### config.mk
export PLATFORM = sky130hd
export DESIGN_NAME = link_control
export DESIGN_NICKNAME = d
export VERILOG_FILES = /design/src/rtl/link_control.sv
export SDC_FILE = /design/constraint.sdc
export NUM_CORES = 1
export LEC_CHECK = 0
export CAP_MARGIN = 15
export CORE_UTILIZATION = 40
export CTS_BUF_LIST = sky130_fd_sc_hd__clkbuf_4 sky130_fd_sc_hd__clkbuf_8
export CTS_CLUSTER_DIAMETER = 150
export DETAILED_ROUTE_END_ITERATION = 6
export GPL_ROUTABILITY_DRIVEN = 0
export GPL_TIMING_DRIVEN = 0
export PLACE_DENSITY_LB_ADDON = 0.12
export SLEW_MARGIN = 25
export SYNTH_ARGS = -nofsm -noshare
export SYNTH_HDL_FRONTEND = slang
export SYNTH_SLANG_ARGS = --single-unit
### constraint.sdc
create_clock -name clock -period 1.9 [get_ports clock]
set_input_delay 0.57 -clock clock [delete_from_list [all_inputs] [get_ports clock]]
set_output_delay 0.57 -clock clock [all_outputs]
set_load 0.01 [all_outputs]
### src/rtl/link_control.sv
// Frame-paced game controller: one command then one draw request per frame.
// Optional draw watchdog enabled by defining CTRL_DRAW_TIMEOUT_EN.
module link_control #(
    parameter int unsigned FRAME_CYCLES  = 833333,
    parameter int unsigned ATTACK_FRAMES = 8,
    parameter int unsigned DRAW_TIMEOUT  = 262143
) (
    input  logic clock,
    input  logic reset,
    input  logic btn_up,
    input  logic btn_down,
    input  logic btn_left,
    input  logic btn_right,
    input  logic btn_attack,
    input  logic draw_done,
    output logic init,
    output logic idle,
    output logic attack,
    output logic up,
    output logic down,
    output logic left,
    output logic right,
    output logic draw,
    output logic timeout_err
);

    localparam int unsigned FW = $clog2(FRAME_CYCLES);
    localparam int unsigned AW = (ATTACK_FRAMES > 1) ? $clog2(ATTACK_FRAMES) : 1;

    typedef enum logic [2:0] {
        S_RESET,
        S_INIT,
        S_DRAW,
        S_WAIT,
        S_CMD
    } state_t;

    state_t         state_q, state_d;
    logic [4:0]     btn_meta_q, btn_sync_q;  // {up, down, left, right, attack}
    logic [FW-1:0]  frame_q;
    logic           tick;
    logic           pend_q, pend_d;
    logic [AW-1:0]  atk_q, atk_d;
    logic           wd_fire;

    assign tick = (frame_q == FW'(FRAME_CYCLES - 1));

    always_ff @(posedge clock) begin
        if (reset) begin
            state_q    <= S_RESET;
            btn_meta_q <= '0;
            btn_sync_q <= '0;
            frame_q    <= '0;
            pend_q     <= 1'b0;
            atk_q      <= '0;
        end else begin
            state_q    <= state_d;
            btn_meta_q <= {btn_up, btn_down, btn_left, btn_right, btn_attack};
            btn_sync_q <= btn_meta_q;
            frame_q    <= tick ? '0 : frame_q + 1'b1;
            pend_q     <= pend_d;
            atk_q      <= atk_d;
        end
    end

`ifdef CTRL_DRAW_TIMEOUT_EN
    localparam int unsigned TW = (DRAW_TIMEOUT > 1) ? $clog2(DRAW_TIMEOUT) : 1;
    logic [TW-1:0] wd_q;

    always_ff @(posedge clock) begin
        if (reset || state_q != S_DRAW) begin
            wd_q <= '0;
        end else begin
            wd_q <= wd_q + 1'b1;
        end
    end

    assign wd_fire     = (state_q == S_DRAW) && !draw_done && (wd_q == TW'(DRAW_TIMEOUT - 1));
    assign timeout_err = wd_fire;
`else
    assign wd_fire     = 1'b0;
    assign timeout_err = 1'b0;
`endif

    always_comb begin
        state_d = state_q;
        pend_d  = pend_q;
        atk_d   = atk_q;
        init    = 1'b0;
        idle    = 1'b0;
        attack  = 1'b0;
        up      = 1'b0;
        down    = 1'b0;
        left    = 1'b0;
        right   = 1'b0;
        draw    = 1'b0;

        // Only one frame may be owed; extra ticks while busy are dropped.
        if (tick && state_q != S_WAIT) begin
            pend_d = 1'b1;
        end

        case (state_q)
            S_RESET: state_d = S_INIT;
            S_INIT: begin
                init    = 1'b1;
                state_d = S_DRAW;
            end
            S_DRAW: begin
                draw = 1'b1;
                if (draw_done || wd_fire) begin
                    state_d = S_WAIT;
                end
            end
            S_WAIT: begin
                if (tick || pend_q) begin
                    state_d = S_CMD;
                    pend_d  = 1'b0;
                end
            end
            S_CMD: begin
                state_d = S_DRAW;
                if (atk_q != '0) begin
                    attack = 1'b1;
                    atk_d  = atk_q - 1'b1;
                end else if (btn_sync_q[0]) begin
                    attack = 1'b1;
                    atk_d  = AW'(ATTACK_FRAMES - 1);
                end else if ((btn_sync_q[4] && btn_sync_q[3]) ||
                             (btn_sync_q[2] && btn_sync_q[1])) begin
                    idle = 1'b1;
                end else if (btn_sync_q[4]) begin
                    up = 1'b1;
                end else if (btn_sync_q[3]) begin
                    down = 1'b1;
                end else if (btn_sync_q[2]) begin
                    left = 1'b1;
                end else if (btn_sync_q[1]) begin
                    right = 1'b1;
                end else begin
                    idle = 1'b1;
                end
            end
            default: state_d = S_RESET;
        endcase
    end

endmodule
==> reports/qor.csv, run 1 <==
metric,value,unit
status,finished with violations,
failing checks,negative setup slack,
part of the Yosys area used for sequential elements,45.1,%
Area Growth Syn to Fin,28.6,%
final wirelength,3430,um
vias in the first global route,1216,
setup TNS,-1.39,ns
fin cells,267,
Total GRT Usage,17.9,%
largest net degree at the start of global routing,12,
CP Launch Point,state_q[1],
MaxCap Viol Count,0,
Syn Area/Cell,9.08,um^2
#FFs+latches synth,37,
fmax,462,MHz
fill count,347,
Worst Path Required,1.33,ns
die height,66.1,um
Netlist cell types,39,
Reg-to-Reg Start,frame_q[0],
I/O pins,17,
final HPWL from detailed placement,2100,um
number of vias in the routed layout,1355,
GRT overflow,0,
Post-synth ARST share,0,%
Chip Width,66.1,um
DRT iter0 DRCs,74,
htree depth,2,
# nets final,230,
final core utilization,55.7,%
Worst R2R End,frame_q[18],
setup slack after layout,-0.265,ns
R2R cell count,5,
Hold Path Class,flip-flop to flip-flop,
crit end category,primary output,
unrepaired setup endpoints after global routing,true,
antenna violations before repair,0,
Critical Path AT,1.60,ns
Initial Utilization,43.3,%
"reg-to-reg slack, setup",0.16,ns
Antenna Nets Post-Route,0,
die area,0.00437,mm^2
Seq. cell area,753,um^2
Tmin final,2.17,ns
leak pwr,0.782,nW
Multi-input gate area,911,um^2
Final Max Slew Viols,0,
DR vias/cell,5.07,
maximum vdd drop,0.382,mV
Final period util,114,%
post-synthesis cell count,181,
root buffer cell,clkbuf_8,
CTS tree,built,
first-pass GRT wire length,5850,um
Mapped Area,0.00164,mm^2
CP Max Fanout,2,
Syn Nets,193,
DR pass1 iterations,4,
PortBufs,14,
Clock Tree Buf Depth,2,
total number of yosys warnings,0,
dpl cells,243,
kind of critical path,flip-flop to primary output,
Hold WS,0.436,ns
hold_sp,btn_meta_q[1],
Post-synth EDFFs,0,
Core ar.,0.00380,mm^2
startpoint types,flip-flop,
row cnt,22,
Clock Skew,0.00682,ns
DRC Markers,0,
end of the critical path,down,
CTS Sinks,37,
ant diodes,0,
Power Density,690,mW/mm^2
Final Hold Vio Count,0,
Most used DFF post-synth,dfxtp_1,
share of post-route cells with drive strength above 1,27.9,%
WL per Instance,12.9,um
Worst-Skew Late Latency,0.28,ns
"Reg clk slew, reported paths",0.07,ns
Final Total Pwr,0.00146,W
CTS buffer count,5,
"Setup violations, final",6,
power by group:
group | internal, W | switching, W | leakage, nW | total [W]
Sequential | 0.000796 | 0.0000158 | 0.304 | 0.000812
Clock | 0.000268 | 0.000266 | 0.0484 | 0.000534
Combinational | 0.0000586 | 0.0000538 | 0.430 | 0.000112
Total | 0.00112 | 0.000336 | 0.782 | 0.00146
per-stage QoR:
| stage | cell area, um^2 | setup slack (ns) |
|---|---|---|
| 6_report | 2110 | -0.265 |
| 4_1_cts | 2080 | -0.285 |
| 3_5_place_dp | 1870 | -0.592 |
| 5_1_grt | 2110 | -0.360 |
| 2_1_floorplan | 1670 | 0.0359 |
| 3_3_place_gp | 1870 | -0.530 |
cell usage in the layout (no fill, tap or decap), drive strengths merged, types with 2 or more instances in the layout:
cell           count
a311oi             3
and3b              2
o21bai             2
nor2b             10
nand2              9
nand4              7
nor3b              6
xnor2             14
nand3              6
inv               11
ha                 4
and3               2
nor4               7
nor3               6
nor2              26
clkbuf            11
buf               25
nand2b             3
o21ai              2
a21oi              4
dfxtp             37
clkinv             2
clkdlybuf4s50      6
what timing repair did:
action                                  4_1_cts  5_1_grt
pin swaps                                     7        1
hold buffers                                  0        0
gates resized for setup                      46        5
endpoints found under the setup margin        8        9
gates cloned                                  0        0
buffers inserted                             11        5
cell type report:
cell class,count,share of cell area [%]
repair buffers,30,11.1
flip-flops and latches,37,35.6
clock inverters,2,0.473
plain buffers,6,1.36
inverters,11,1.95
multi-input cells,127,43.1
clock buffers,6,3.61
well taps,48,2.84
layer usage:
layer	GRT usage (%)	wire length, um	vias up
met1	23.9	1720	640
li1	-	-	689
met2	26.8	1550	19
met3	5.17	108	7
met5	0	0	-
met4	7.45	59	0
cell families (layout without fill, tap and decap cells):
group,Yosys count,in the layout,share of synthesized area [%]
adders and majority gates,4,4,3.04
and+or+nand+nor,90,90,31.7
DFF,37,37,45.1
xor gates and xnor gates,15,15,7.99
buffers and inverters,17,55,4.26
AOI/OAI and AO/OA,17,17,7.69
other,1,1,0.228
registers in the layout, summed over array words and instances, names as in the netlist:
| signal | flops |
|---|---|
| pend_q | 1 |
| btn_sync_q | 5 |
| frame_q | 20 |
| atk_q | 3 |
| state_q | 3 |
| btn_meta_q | 5 |
how the worst min path moves through the flow:
stage | endpoint | cells after the start | slack, ns
floorplan | btn_sync_q[0] | 1 | 0.41
detailed placement | btn_sync_q[0] | 1 | 0.42
global route | btn_sync_q[0] | 1 | 0.46
global placement | btn_sync_q[3] | 1 | 0.42
CTS | btn_sync_q[0] | 1 | 0.44
finish | btn_sync_q[1] | 1 | 0.44
Yosys cell counts (2+ instances only):
master	n	area [um^2]
nor2b_1	10	62.6
and3b_1	2	17.5
clkbuf_1	3	11.3
nand4_1	6	37.5
nand2_1	9	33.8
nor3_1	6	30.0
ha_1	4	50.1
dfxtp_1	37	741
o21ai_0	2	10.0
buf_2	2	10.0
nor3b_1	6	45.0
inv_1	11	41.3
xnor2_1	14	123
nor4_1	6	37.5
and3_1	2	12.5
a21oi_1	4	20.0
o21bai_1	2	15.0
a311oi_1	3	26.3
nor2_1	25	93.8
nand2b_1	3	18.8
nand3_1	6	30.0
critical path, stage by stage (launching register included):
cell,delay [ns]
dfxtp_4,0.34
or3b_4,0.42
nor3_4,0.16
nand2_2,0.10
nor3b_2,0.15
buf_2,0.15
(Power assumes the default switching activity.)
==> run 2, diff against run 1 <==
--- a/config.mk
+++ b/config.mk
@@ -6,6 +6,7 @@
 export NUM_CORES = 1
 export LEC_CHECK = 0
 export CAP_MARGIN = 15
+export CORE_ASPECT_RATIO = 0.8
 export CORE_UTILIZATION = 40
 export CTS_BUF_LIST = sky130_fd_sc_hd__clkbuf_4 sky130_fd_sc_hd__clkbuf_8
 export CTS_CLUSTER_DIAMETER = 150
==> constraint.sdc (replaced) <==
create_clock -name clock -period 2 [get_ports clock]
set_input_delay 0.6 -clock clock [delete_from_list [all_inputs] [get_ports clock]]
set_output_delay 0.6 -clock clock [all_outputs]
set_load 0.01 [all_outputs]
==> run 2 against run 1 <==
  * The flow still finishes with violations (negative setup slack)
  * Die area about the same
  * Core utilization down 2.2 points
  * Global-route usage down 1.0 points
  * Wire length down 5.8%
  * Critical path depth unchanged
  * Largest power group unchanged
  * Sequential power down 4.4%
  * Flip-flop and latch count unchanged
==> reports/qor.csv, run 2 (synthesis results as in run 1) <==
metric,value,unit
Clock Tree Buf Depth,2,
"Design Area, Final",0.00207,mm^2
largest net degree at the start of global routing,12,
I/O pins,17,
antenna violations before repair,0,
DRC Markers,0,
number of vias in the routed layout,1348,
Seq pwr share,56.2,%
unrepaired setup endpoints after global routing,true,
Initial Utilization,42.4,%
Top Family by Delay on Critical Path,simple AND/OR/NAND/NOR gates,
PortBufs,14,
Critical Path AT,1.65,ns
Final Total Pwr,0.00138,W
CP Launch Point,state_q[1],
metal3 WL,106,um
cell chain of the critical path,"or3b_4, nor3_4, nand2_2, nor3b_2, buf_2",
Hold WS,0.437,ns
Final Max Slew Viols,0,
WL per Instance,12.1,um
kind of critical path,flip-flop to primary output,
startpoint types,flip-flop,
first-pass GRT wire length,5460,um
fmax,445,MHz
Combinational Power Share,6.6,%
Antenna Nets Post-Route,0,
Placed Area,0.00187,mm^2
die height,59.3,um
Worst Path Required,1.40,ns
Internal,0.00106,W
"Reg clk slew, reported paths",0.07,ns
leak pwr,0.748,nW
Worst-Skew Late Latency,0.29,ns
Chip Width,73.7,um
CP Max Fanout,3,
most frequent cells in the layout,"dfxtp_1, nor2_1, xnor2_1, nor2b_1",
"Most flops, register",frame_q,
status,finished with violations,
MaxCap Viol Count,0,
GRT overflow,0,
"reg-to-reg slack, setup",0.29,ns
Met2 Wirelength,1470,um
slowest cell delay on critical path,0.41,ns
failing checks,negative setup slack,
dpl cells,250,
share of post-route cells with drive strength above 1,24.5,%
Power Density,666,mW/mm^2
hold_sp,btn_meta_q[2],
Sw Share,23.2,%
Hold Path Class,flip-flop to flip-flop,
die area,0.00437,mm^2
Area Growth Syn to Fin,26.0,%
final HPWL from detailed placement,2190,um
Final period util,112,%
DR vias/cell,5.05,
"commonest non-fill, non-tap cell in the layout",dfxtp_1,
CTS tree,built,
row cnt,20,
Buf/Inv on CP,1,
crit end category,primary output,
Reg-to-Reg Start,frame_q[2],
setup slack after layout,-0.247,ns
Final Hold Vio Count,0,
fin cells,267,
htree depth,2,
vias in the first global route,1264,
DRT iter0 DRCs,53,
final wirelength,3240,um
Core ar.,0.00388,mm^2
CP max-delay cell,or3b_4,
Tmin final,2.25,ns
max FFs per register,20,
met1 WL,1620,um
dpl ws,-0.691,ns
maximum vdd drop,0.395,mV
Top Metal Used,met4,
ant diodes,0,
root buffer cell,clkbuf_8,
DR pass1 iterations,4,
CTS Sinks,37,
# nets final,223,
Top Registers,"frame_q (20), btn_meta_q (5), btn_sync_q (5)",
Clk network pwr share,37.2,%
NetSw,0.000320,W
Clock Skew,0.00573,ns
Total GRT Usage,16.9,%
CTS buffer count,5,
"Setup violations, final",6,
-- run 2: cell type report --
cell class,instances,area [um^2]
clock buffers,6,76.3
clock inverters,2,10.0
fillers,344,1810
multi-input cells,127,906
repair buffers,23,191
inverters,11,41.3
well taps,55,68.8
flip-flops and latches,37,749
plain buffers,6,28.8
-- run 2: power by group through the flow --
stage | Clock, W | Sequential [W] | Combinational [W]
2_1_floorplan | 0 | 0.000788 | 0.0000520
3_3_place_gp | 0 | 0.000791 | 0.0000807
3_5_place_dp | 0 | 0.000792 | 0.0000839
4_1_cts | 0.000522 | 0.000775 | 0.0000913
5_1_grt | 0.000562 | 0.000779 | 0.000103
6_report | 0.000513 | 0.000776 | 0.0000906
-- run 2: through the flow --
step | TNS [ns] | utilization, %
final | -1.14 | 53.4
after global routing | -1.67 | 53.4
after CTS | -1.05 | 52.6
after detailed placement | -3.13 | 48.3
after global placement | -2.73 | 48.3
after floorplan | 0 | -
-- run 2: final timing paths --
| kind | end | cells past startpoint |
|---|---|---|
| worst max-delay path | down | 5 |
| worst min-delay path | btn_sync_q[2] | 1 |
| worst max register to register | frame_q[17] | 4 |
| worst min register to register | btn_sync_q[2] | 1 |
-- run 2: metal layers --
layer / vias up / global-route usage [%]
met4: 0 / 4.95
met3: 5 / 6.12
met5: - / 0
li1: 677 / -
met1: 645 / 22.0
met2: 21 / 26.2
-- run 2: repair_timing --
item,in CTS,in global routing
setup endpoints to repair,8,7
setup buffers,6,4
resized for setup,42,3
pin swaps,6,1
hold buffers,0,0
==> run 3, diff against run 2 <==
--- a/config.mk
+++ b/config.mk
@@ -11,9 +11,9 @@
 export CTS_BUF_LIST = sky130_fd_sc_hd__clkbuf_4 sky130_fd_sc_hd__clkbuf_8
 export CTS_CLUSTER_DIAMETER = 150
 export DETAILED_ROUTE_END_ITERATION = 6
-export GPL_ROUTABILITY_DRIVEN = 0
 export GPL_TIMING_DRIVEN = 0
 export PLACE_DENSITY_LB_ADDON = 0.12
+export SKIP_CTS_REPAIR_TIMING = 1
 export SLEW_MARGIN = 25
 export SYNTH_ARGS = -nofsm -noshare
 export SYNTH_HDL_FRONTEND = slang
==> run 3 against run 2 <==
  * The run still ends with negative setup slack left
  * Non-clock buffer count decreased by 6
  * Via count decreased by 2.1%
  * Worst hold slack better by 0.0013 ns
==> reports/qor.csv, run 3 (synthesis results as in run 1) <==
metric,value,unit
status,finished with violations,
failing checks,negative setup slack,
DRC Markers,0,
CTS Sinks,37,
Final GP Congestion,0.796,
max FFs per register,20,
setup slack after layout,-0.254,ns
fill count,352,
hold_sp,btn_meta_q[4],
DRT iter0 DRCs,46,
antenna violations before repair,0,
leak pwr,0.739,nW
hold path cells,1,
Reg-to-Reg Start,frame_q[2],
unrepaired setup endpoints after global routing,true,
ant diodes,0,
I/O pins,17,
Total GRT Usage,15.9,%
PortBufs,14,
Area Growth Syn to Fin,22.9,%
Top Registers,"frame_q (20), btn_meta_q (5), btn_sync_q (5)",
DR pass1 iterations,4,
"Most flops, register",frame_q,
"Setup violations, final",6,
fmax,444,MHz
root buffer cell,clkbuf_8,
Critical Path AT,1.65,ns
largest net degree at the start of global routing,12,
Final period util,113,%
"reg-to-reg slack, setup",0.29,ns
Worst Path Required,1.40,ns
CTS buffer count,5,
crit end category,primary output,
final wirelength,3160,um
Seq. cell area,752,um^2
setup TNS,-0.932,ns
Initial Utilization,42.4,%
MaxCap Viol Count,0,
DR vias/cell,5.06,
kind of critical path,flip-flop to primary output,
Worst Hold End,btn_sync_q[4],
Chip Width,73.7,um
most frequent cells in the layout,"dfxtp_1, nor2_1, xnor2_1, nor2b_1, inv_1",
startpoint types,flip-flop,
maximum vdd drop,0.405,mV
"Reg clk slew, reported paths",0.07,ns
row cnt,20,
vias in the first global route,1235,
die height,59.3,um
first-pass GRT wire length,5260,um
"commonest non-fill, non-tap cell in the layout",dfxtp_1,
Hold Path Class,flip-flop to flip-flop,
Clock Tree Buf Depth,2,
CTS tree,built,
final HPWL from detailed placement,2190,um
Worst-Skew Late Latency,0.28,ns
WL per Instance,12.1,um
final core utilization,52.1,%
Power Density,677,mW/mm^2
Multi-input gate area,906,um^2
Final Max Slew Viols,0,
Tmin final,2.25,ns
htree depth,2,
share of post-route cells with drive strength above 1,22.3,%
Final Hold Vio Count,0,
Clock Skew,0.00584,ns
die area,0.00437,mm^2
Worst R2R End,frame_q[17],
Antenna Nets Post-Route,0,
CP Max Fanout,7,
number of vias in the routed layout,1320,
R2R cell count,4,
# nets final,217,
Core ar.,0.00388,mm^2
GRT overflow,0,
-- run 3: changes by cell type in the layout (fill, tap and decap cells not counted), sizes merged --
| cell | delta |
|---|---|
| dlymetal6s2s | +2 |
| clkbuf | +2 |
| clkdlybuf4s15 | -1 |
| buf | -7 |
| dlygate4sd2 | -2 |
-- run 3: worst max-delay path by stage --
stage                from   end  slack [ns]  cells past startpoint
2_1_floorplan  state_q[2]  down       0.005                      4
3_3_place_gp   state_q[2]    up       -0.57                      5
3_5_place_dp   state_q[2]  down       -0.69                      5
4_1_cts        state_q[2]  down       -1.02                      5
5_1_grt        state_q[1]  down       -0.36                      5
6_report       state_q[1]  down       -0.25                      5
-- run 3: layout make-up --
type                    count  share of cell area, %
multi-input cells         127                   44.8
plain buffers               6                   1.42
repair buffers             17                   6.81
inverters                  11                   2.04
clock buffers               6                   3.78
well taps                  55                   3.41
clock inverters             2                  0.495
flip-flops and latches     37                   37.2
-- run 3: per-layer routing --
| layer | share of wire [%] | global-route usage, % |
|---|---|---|
| met1 | 51 | 20.8 |
| met5 | 0 | 0 |
| met4 | 1.2 | 4.95 |
| met3 | 3.5 | 4.59 |
| met2 | 45 | 25.6 |
-- run 3: where the power goes --
| group | total (W) | switching (W) | internal [W] |
|---|---|---|---|
| Sequential | 0.000777 | 0.0000207 | 0.000756 |
| Clock | 0.000509 | 0.000254 | 0.000255 |
| Combinational | 0.0000826 | 0.0000391 | 0.0000435 |
-- run 3: worst max-delay path: stages, from the launching register on --
cell and delay [ns]:
dfxtp_2 0.35, or3b_4 0.42, nor3_4 0.17, nand2_2 0.11
nor3b_2 0.16, buf_2 0.16
-- run 3: per-stage QoR --
| stage | area (um^2) | hold slack (ns) | total power [W] | worst slack (ns) | instances |
|---|---|---|---|---|---|
| 2_1_floorplan | 1670 | 0.414 | 0.000840 | 0.00459 | 181 |
| 3_3_place_gp | 1870 | 0.419 | 0.000871 | -0.569 | 250 |
| 3_5_place_dp | 1870 | 0.426 | 0.000876 | -0.691 | 250 |
| 4_1_cts | 1960 | 0.443 | 0.00138 | -1.02 | 258 |
| 5_1_grt | 2020 | 0.463 | 0.00143 | -0.355 | 261 |
| 6_report | 2020 | 0.439 | 0.00137 | -0.254 | 261 |
